$ cat config.mk
export PLATFORM = sky130hd
export DESIGN_NAME = lcd_menu_seq
export DESIGN_NICKNAME = d
export VERILOG_FILES = /design/src/rtl/lcd_pkg.sv /design/src/rtl/lcd_text_rom.sv /design/src/rtl/lcd_menu_seq.sv
export SDC_FILE = /design/constraint.sdc
export NUM_CORES = 1
export LEC_CHECK = 0
export BUFFER_PORTS_ARGS = -buffer_cell sky130_fd_sc_hd__buf_2
export CAP_MARGIN = 20
export CELL_PAD_IN_SITES_DETAIL_PLACEMENT = 1
export CELL_PAD_IN_SITES_GLOBAL_PLACEMENT = 1
export CORE_ASPECT_RATIO = 0.9
export CORE_MARGIN = 2
export CORE_UTILIZATION = 25
export DETAILED_ROUTE_END_ITERATION = 7
export HOLD_SLACK_MARGIN = 0.03
export PLACE_DENSITY = 0.61
export SETUP_SLACK_MARGIN = 0.2
export SYNTH_ARGS = -nofsm -noshare
export SYNTH_HDL_FRONTEND = slang
export SYNTH_SLANG_ARGS = --single-unit
$ cat constraint.sdc
create_clock -name clk -period 2.7 [get_ports clk]
set_input_delay 0.405 -clock clk [delete_from_list [all_inputs] [get_ports clk]]
set_output_delay 0.405 -clock clk [all_outputs]
set_load 0.02 [all_outputs]
$ cat src/rtl/lcd_pkg.sv
`default_nettype none
// ============================================================================
// lcd_pkg : shared state encoding and HD44780 command bytes for lcd_menu_seq
// Rev 1.0
// ============================================================================
package lcd_pkg;

    typedef enum logic [2:0] {
        ST_IDLE = 3'd0,
        ST_CLR  = 3'd1,
        ST_ADR  = 3'd2,
        ST_CHR  = 3'd3,
        ST_GAP  = 3'd4,
        ST_FIN  = 3'd5
    } state_t;

    localparam logic [7:0] c_CMD_CLEAR  = 8'h01;
    localparam logic [7:0] c_LINE0_ADDR = 8'h80;
    localparam logic [7:0] c_LINE1_ADDR = 8'hC0;
    localparam logic [7:0] c_SPACE      = 8'h20;

    // Anything the LCD cannot render as a glyph is shown as a blank.
    function automatic logic [7:0] printable(input logic [7:0] ch);
        return ((ch < 8'h20) || (ch > 8'h7E)) ? c_SPACE : ch;
    endfunction

endpackage
`default_nettype wire

$ cat src/rtl/lcd_text_rom.sv
`default_nettype none
// ============================================================================
// lcd_text_rom : combinational menu text, addressed by {page, line, col}
// Rev 1.0
// ============================================================================
module lcd_text_rom
    import lcd_pkg::*;
#(
    parameter  int N_PAGES  = 4,
    parameter  int N_LINES  = 2,
    parameter  int LINE_LEN = 16,
    localparam int PW       = (N_PAGES > 1) ? $clog2(N_PAGES) : 1,
    localparam int CW       = (LINE_LEN > 1) ? $clog2(LINE_LEN) : 1
) (
    input  logic [PW-1:0] i_page,
    input  logic          i_line,
    input  logic [CW-1:0] i_col,
    output logic [7:0]    o_char
);

    logic [1:0]   w_sel_page;
    logic [3:0]   w_col4;
    logic [6:0]   w_bit_lo;
    logic [127:0] w_row;
    logic [7:0]   w_raw;

    // Four stored pages; larger page counts reuse them cyclically.
    assign w_sel_page = 2'(i_page);
    assign w_col4     = 4'(i_col);
    assign w_bit_lo   = {~w_col4, 3'b000};

    always_comb begin
        w_row = {16{c_SPACE}};
        case ({w_sel_page, i_line})
            3'b000: w_row = "Clave invalida  ";
            3'b001: w_row = "Intente de nuevo";
            3'b010: w_row = "Menu principal  ";
            3'b011: w_row = "1:Config 2:Info ";
            3'b100: w_row = "Configuracion   ";
            3'b101: w_row = "Brillo: 50%     ";
            3'b110: w_row = "Acerca de LM32  ";
            3'b111: w_row = {"Ver 1.0 ", 8'h07, 8'h7F, "     ", 8'h7E};
            default: w_row = {16{c_SPACE}};
        endcase
    end

    always_comb begin
        w_raw = c_SPACE;
        if ((int'(i_col) < 16) && ((N_LINES > 1) || !i_line))
            w_raw = w_row[w_bit_lo +: 8];
    end

    assign o_char = printable(w_raw);

endmodule
`default_nettype wire

$ cat src/rtl/lcd_menu_seq.sv
`default_nettype none
// ============================================================================
// lcd_menu_seq : redraws one menu page (clear, per-line address + text)
// Rev 1.0
// ============================================================================
module lcd_menu_seq
    import lcd_pkg::*;
#(
    parameter  int         N_PAGES    = 4,
    parameter  int         N_LINES    = 2,
    parameter  int         LINE_LEN   = 16,
    parameter  logic [7:0] CMD_CLEAR  = c_CMD_CLEAR,
    parameter  logic [7:0] LINE0_ADDR = c_LINE0_ADDR,
    parameter  logic [7:0] LINE1_ADDR = c_LINE1_ADDR,
    localparam int         PW         = (N_PAGES > 1) ? $clog2(N_PAGES) : 1,
    localparam int         CW         = (LINE_LEN > 1) ? $clog2(LINE_LEN) : 1
) (
    input  logic          clk,
    input  logic          rst,
    input  logic          wrmenu,
    input  logic          up,
    input  logic          down,
    input  logic          lcd_rdy,
    output logic [7:0]    dbi,
    output logic          wr,
    output logic [7:0]    direc,
    output logic          dr,
    output logic [PW-1:0] page,
    output logic          busy,
    output logic          done
);

    state_t        r_state;
    state_t        r_next;
    logic [PW-1:0] r_page;
    logic          r_line;
    logic [CW-1:0] r_col;
    logic          r_pending;
    logic          r_up_q;
    logic          r_dn_q;
    logic [7:0]    r_dbi;
    logic [7:0]    r_direc;
    logic          r_wr;
    logic          r_dr;
    logic          r_busy;
    logic          r_done;

    logic [7:0]    w_char;
    logic          w_up_ev;
    logic          w_dn_ev;
    logic          w_nav;
    logic          w_col_last;
    logic          w_line_last;

    // Simultaneous up and down edges cancel each other.
    assign w_up_ev     = up   & ~r_up_q & ~(down & ~r_dn_q);
    assign w_dn_ev     = down & ~r_dn_q & ~(up   & ~r_up_q);
    assign w_nav       = w_up_ev | w_dn_ev;
    assign w_col_last  = (r_col == CW'(LINE_LEN - 1));
    assign w_line_last = (N_LINES < 2) || r_line;

    lcd_text_rom #(
        .N_PAGES  (N_PAGES),
        .N_LINES  (N_LINES),
        .LINE_LEN (LINE_LEN)
    ) u_rom (
        .i_page (r_page),
        .i_line (r_line),
        .i_col  (r_col),
        .o_char (w_char)
    );

    always_ff @(posedge clk or negedge rst) begin
        if (!rst) begin
            r_state   <= ST_IDLE;
            r_next    <= ST_IDLE;
            r_page    <= '0;
            r_line    <= 1'b0;
            r_col     <= '0;
            r_pending <= 1'b0;
            r_up_q    <= 1'b0;
            r_dn_q    <= 1'b0;
            r_dbi     <= '0;
            r_direc   <= '0;
            r_wr      <= 1'b0;
            r_dr      <= 1'b0;
            r_busy    <= 1'b0;
            r_done    <= 1'b0;
        end else begin
            r_up_q <= up;
            r_dn_q <= down;
            r_wr   <= 1'b0;
            r_dr   <= 1'b0;
            r_done <= 1'b0;

            if (w_up_ev)
                r_page <= (r_page == PW'(N_PAGES - 1)) ? '0 : r_page + 1'b1;
            else if (w_dn_ev)
                r_page <= (r_page == '0) ? PW'(N_PAGES - 1) : r_page - 1'b1;

            // Only a fresh nav event can re-arm the flag on the cycle it is consumed.
            if ((r_state == ST_IDLE) && r_pending)
                r_pending <= w_nav;
            else if (w_nav || (wrmenu && (r_state == ST_IDLE)))
                r_pending <= 1'b1;

            unique case (r_state)
                ST_IDLE: begin
                    if (r_pending)
                        r_state <= ST_CLR;
                end
                ST_CLR: begin
                    if (lcd_rdy) begin
                        r_dr    <= 1'b1;
                        r_direc <= CMD_CLEAR;
                        r_busy  <= 1'b1;
                        r_line  <= 1'b0;
                        r_next  <= ST_ADR;
                        r_state <= ST_GAP;
                    end
                end
                ST_ADR: begin
                    if (lcd_rdy) begin
                        r_dr    <= 1'b1;
                        r_direc <= r_line ? LINE1_ADDR : LINE0_ADDR;
                        r_col   <= '0;
                        r_next  <= ST_CHR;
                        r_state <= ST_GAP;
                    end
                end
                ST_CHR: begin
                    // Advance position now so the GAP cycle only has to dispatch.
                    if (lcd_rdy) begin
                        r_wr    <= 1'b1;
                        r_dbi   <= w_char;
                        r_state <= ST_GAP;
                        if (!w_col_last) begin
                            r_col  <= r_col + 1'b1;
                            r_next <= ST_CHR;
                        end else if (!w_line_last) begin
                            r_line <= 1'b1;
                            r_next <= ST_ADR;
                        end else begin
                            r_next <= ST_FIN;
                        end
                    end
                end
                ST_GAP: begin
                    r_state <= r_next;
                    if (r_next == ST_FIN) begin
                        r_done <= 1'b1;
                        r_busy <= 1'b0;
                    end
                end
                ST_FIN: begin
                    r_state <= ST_IDLE;
                end
                default: begin
                    r_state <= ST_IDLE;
                end
            endcase
        end
    end

    assign dbi   = r_dbi;
    assign wr    = r_wr;
    assign direc = r_direc;
    assign dr    = r_dr;
    assign page  = r_page;
    assign busy  = r_busy;
    assign done  = r_done;

endmodule
`default_nettype wire

==> results_dict.tcl <==
set metrics [dict create \
    synthCells 373 \
    fmax_mhz 381 \
    leakage_nw 1.54 \
    fin_area_sq_um 3840 \
    layout_setup_ws_ps 72.8 \
    critPathKind "flop to flop" \
    cts_tree "done" \
    synth_area_per_cell_sq_um 8.06 \
    grt_max_degree 35 \
    ff2ff_setup_slack_ps 70 \
    crit_chain "buf_6 > inv_8 > ha_4 > mux2_4 > o211ai_1 > o211ai_1 > a221oi_2 > nand3b_1 > buf_6 > o31ai_4 > o21ai_1" \
    p_per_area_nw_per_um2 1230 \
    timing.final.crit_share 0.973 \
    cp.buffers_inverters 3 \
    place_congestion 0.832 \
    cp-start-kind "flop" \
    ys_seq_elements 30 \
    drc 0 \
    crit_path_end_kind "flop" \
    synth_edf_count 0 \
    crit_start "page[0]$_DFFE_PN0P_" \
    numCtsBuffers 5 \
    final_layout_size_suffix_gt1_frac 0.292 \
    setup_tns_ps 0 \
    clkTransAtPathRegs_ps 60 \
    syn_to_final_growth_pct 27.9 \
    grt_pass1_vias 3074 \
    dr.pass1.iters 4 \
    dieArea_sq_um 12900 \
    ir_drop_mv 0.458 \
    final_hold_viol_count 0 \
    grt_use_total 0.160 \
    wl_microns 10200 \
    drv_cap 0 \
    finalSetupViolCount 0 \
    cts_root_buf "clkbuf_16" \
    num_rows 37 \
    grt_overflow 0 \
    min_path_type "input port to asynchronous set/reset pin" \
    cp_top_family "compound AO/OA/AOI/OAI gates" \
    ios 28 \
    dr_total_vias 3000 \
    antennaDiodeCount 0 \
    via_per_inst 5.26 \
    timing.rr.end "dbi[3]$_DFFE_PN0P_" \
    die_h_microns 108 \
    ys_warn_count 0 \
    fin_nets 433 \
    outcome "complete, no violations" \
    cp_data_arrival_time_ps 2760 \
    drtAntennaViolNets 0 \
    slew_violations 0 \
    dpl_cell_area_sq_um 3430 \
    async_flop_share 1.00 \
    critPathRequiredTime_ps 2840 \
    slowest_delay_ps 450 \
    portBuffers 21 \
    synth_area_sq_um 3010 \
    yosysSeqAreaShare 0.250 \
    reg2reg_depth 11 \
    critPathMaxFanout 6 \
    synth_cell_type_count 69 \
    wire_per_inst_microns 17.9 \
    dieWidth_microns 120 \
    cp.depth 11 \
    antenna_found_initial 0 \
    clock_skew_ps 9.46 \
    reg2reg_from "page[0]$_DFFE_PN0P_" \
    rsz0062_at_grt "yes" \
    core_region_area_sq_um 11600 \
    grt_pass1_wl_microns 16400 \
    h-tree-depth 2 \
    place_ws_ps -13.2 \
    start_util 0.260 \
    drt_iter0_markers 248 \
    cp-endpoint "dbi[3]$_DFFE_PN0P_" \
    tightest_slew_ps 707 \
    dp_hpwl_microns 7290 \
    clock_sinks 30 \
    period_minus_slack_ps 2630 \
    power.total_mw 4.74 \
    hold_slack_ps 170 \
    cts_buffer_depth 2 \
    critPathSlowestCell "dfrtp_2" \
    ys.flop_type "dfrtp_1" \
    clkLatencyLatePin_ps 280 \
    slew_headroom 0.529 \
]
## kinds of logic after synthesis
kind of cell,count (synthesis),synth area share
AO/OA/AOI/OAI,120,0.277
XOR/XNOR,4,0.0117
adder cells (fa/ha/maj),14,0.0583
buffers and inverters,56,0.0965
flip-flops,30,0.250
multiplexers,16,0.0778
other,1,0.00125
AND/OR/NAND/NOR,132,0.228
## cell usage after synthesis, types with 3 or more instances
cell type / count / area (sq um)
buf_6: 3 / 33.8
clkbuf_1: 10 / 37.5
and3_1: 3 / 18.8
nand2b_1: 16 / 100
ha_1: 14 / 175
a21oi_1: 23 / 115
inv_1: 14 / 52.6
and2_1: 3 / 18.8
nor2b_1: 12 / 75.1
o21a_1: 4 / 30.0
o21ai_1: 3 / 15.0
mux2i_1: 5 / 50.1
nand3b_1: 3 / 22.5
dfrtp_1: 30 / 751
nor3_1: 7 / 35.0
nor2_1: 24 / 90.1
o31ai_1: 8 / 60.1
a311oi_1: 6 / 52.6
nor3b_1: 4 / 30.0
nand3_1: 13 / 65.1
nand2_1: 35 / 131
mux4_2: 5 / 113
buf_4: 9 / 67.6
mux2_2: 4 / 45.0
o21ai_0: 32 / 160
o22ai_1: 6 / 37.5
buf_2: 19 / 95.1
nand4_1: 3 / 18.8
o211ai_1: 6 / 45.0
## worst reg2reg max path: stages (launching register included)
cell	delay, ps
dfrtp_2	450
buf_6	150
inv_8	70
ha_4	220
mux2_4	270
o211ai_1	200
o211ai_1	140
a221oi_2	390
nand3b_1	150
buf_6	160
o31ai_4	200
o21ai_1	80
## registers in the layout, indices dropped and copies added, names as in the netlist, 2 cells and up
| name | count |
|---|---|
| page | 2 |
| r_next | 3 |
| dbi | 7 |
| r_col | 4 |
| r_state | 3 |
| direc | 3 |
## per-layer routing
metal / up-vias / global-route usage / share of wire
li1: 1424 / - / -
met1: 1497 / 0.221 / 0.46
met2: 63 / 0.257 / 0.47
met3: 16 / 0.0264 / 0.042
met4: 0 / 0.0487 / 0.019
met5: - / 0 / 0
## power breakdown
group	internal (mW)	switching (mW)	total (mW)
Combinational	1.49	1.82	3.31
Sequential	0.597	0.178	0.774
Clock	0.460	0.198	0.659
## worst min-delay path by stage
stage	slack (ps)	from	cells past startpoint	endpoint
6_report	170	rst	1	wr$_DFF_PN0_
3_3_place_gp	460	dbi[5]$_DFFE_PN0P_	2	dbi[5]$_DFFE_PN0P_
5_1_grt	220	rst	1	wr$_DFF_PN0_
4_1_cts	200	rst	1	wr$_DFF_PN0_
2_1_floorplan	110	rst	0	busy$_DFFE_PN0P_
3_5_place_dp	470	dbi[6]$_DFFE_PN0P_	2	dbi[6]$_DFFE_PN0P_
## through the flow
step	util	std cells
global placement	0.296	548
floorplan	-	378
CTS	0.328	567
finish	0.332	570
detailed placement	0.296	548
global route	0.332	570
## final cells by class
class	instances	area, sq um
inverter	14	62.6
clock inverter	1	30.0
clock buffer	7	143
multi-input combinational	292	2130
tap	156	195
sequential	30	754
fill	1394	7730
timing repair buffer	70	531
## layout by cell type (no fill, tap or decap), types with 6 or more instances in the layout
cell type / instances
buf_2: 22
buf_4: 39
nor2_1: 24
o21ai_0: 30
o211ai_1: 6
conb_1: 6
o22ai_1: 6
nand2b_1: 16
inv_1: 11
nor2b_1: 11
nand3_1: 13
ha_1: 8
buf_6: 6
nand2_1: 35
dfrtp_1: 27
a21oi_1: 23
## what timing repair did
item	4_1_cts	5_1_grt
pin swaps	18	7
endpoints found under the setup margin	6	6
setup buffers	11	3
gates resized for setup	30	5
hold buffers	0	0
Power figures use the tool's default switching activity.
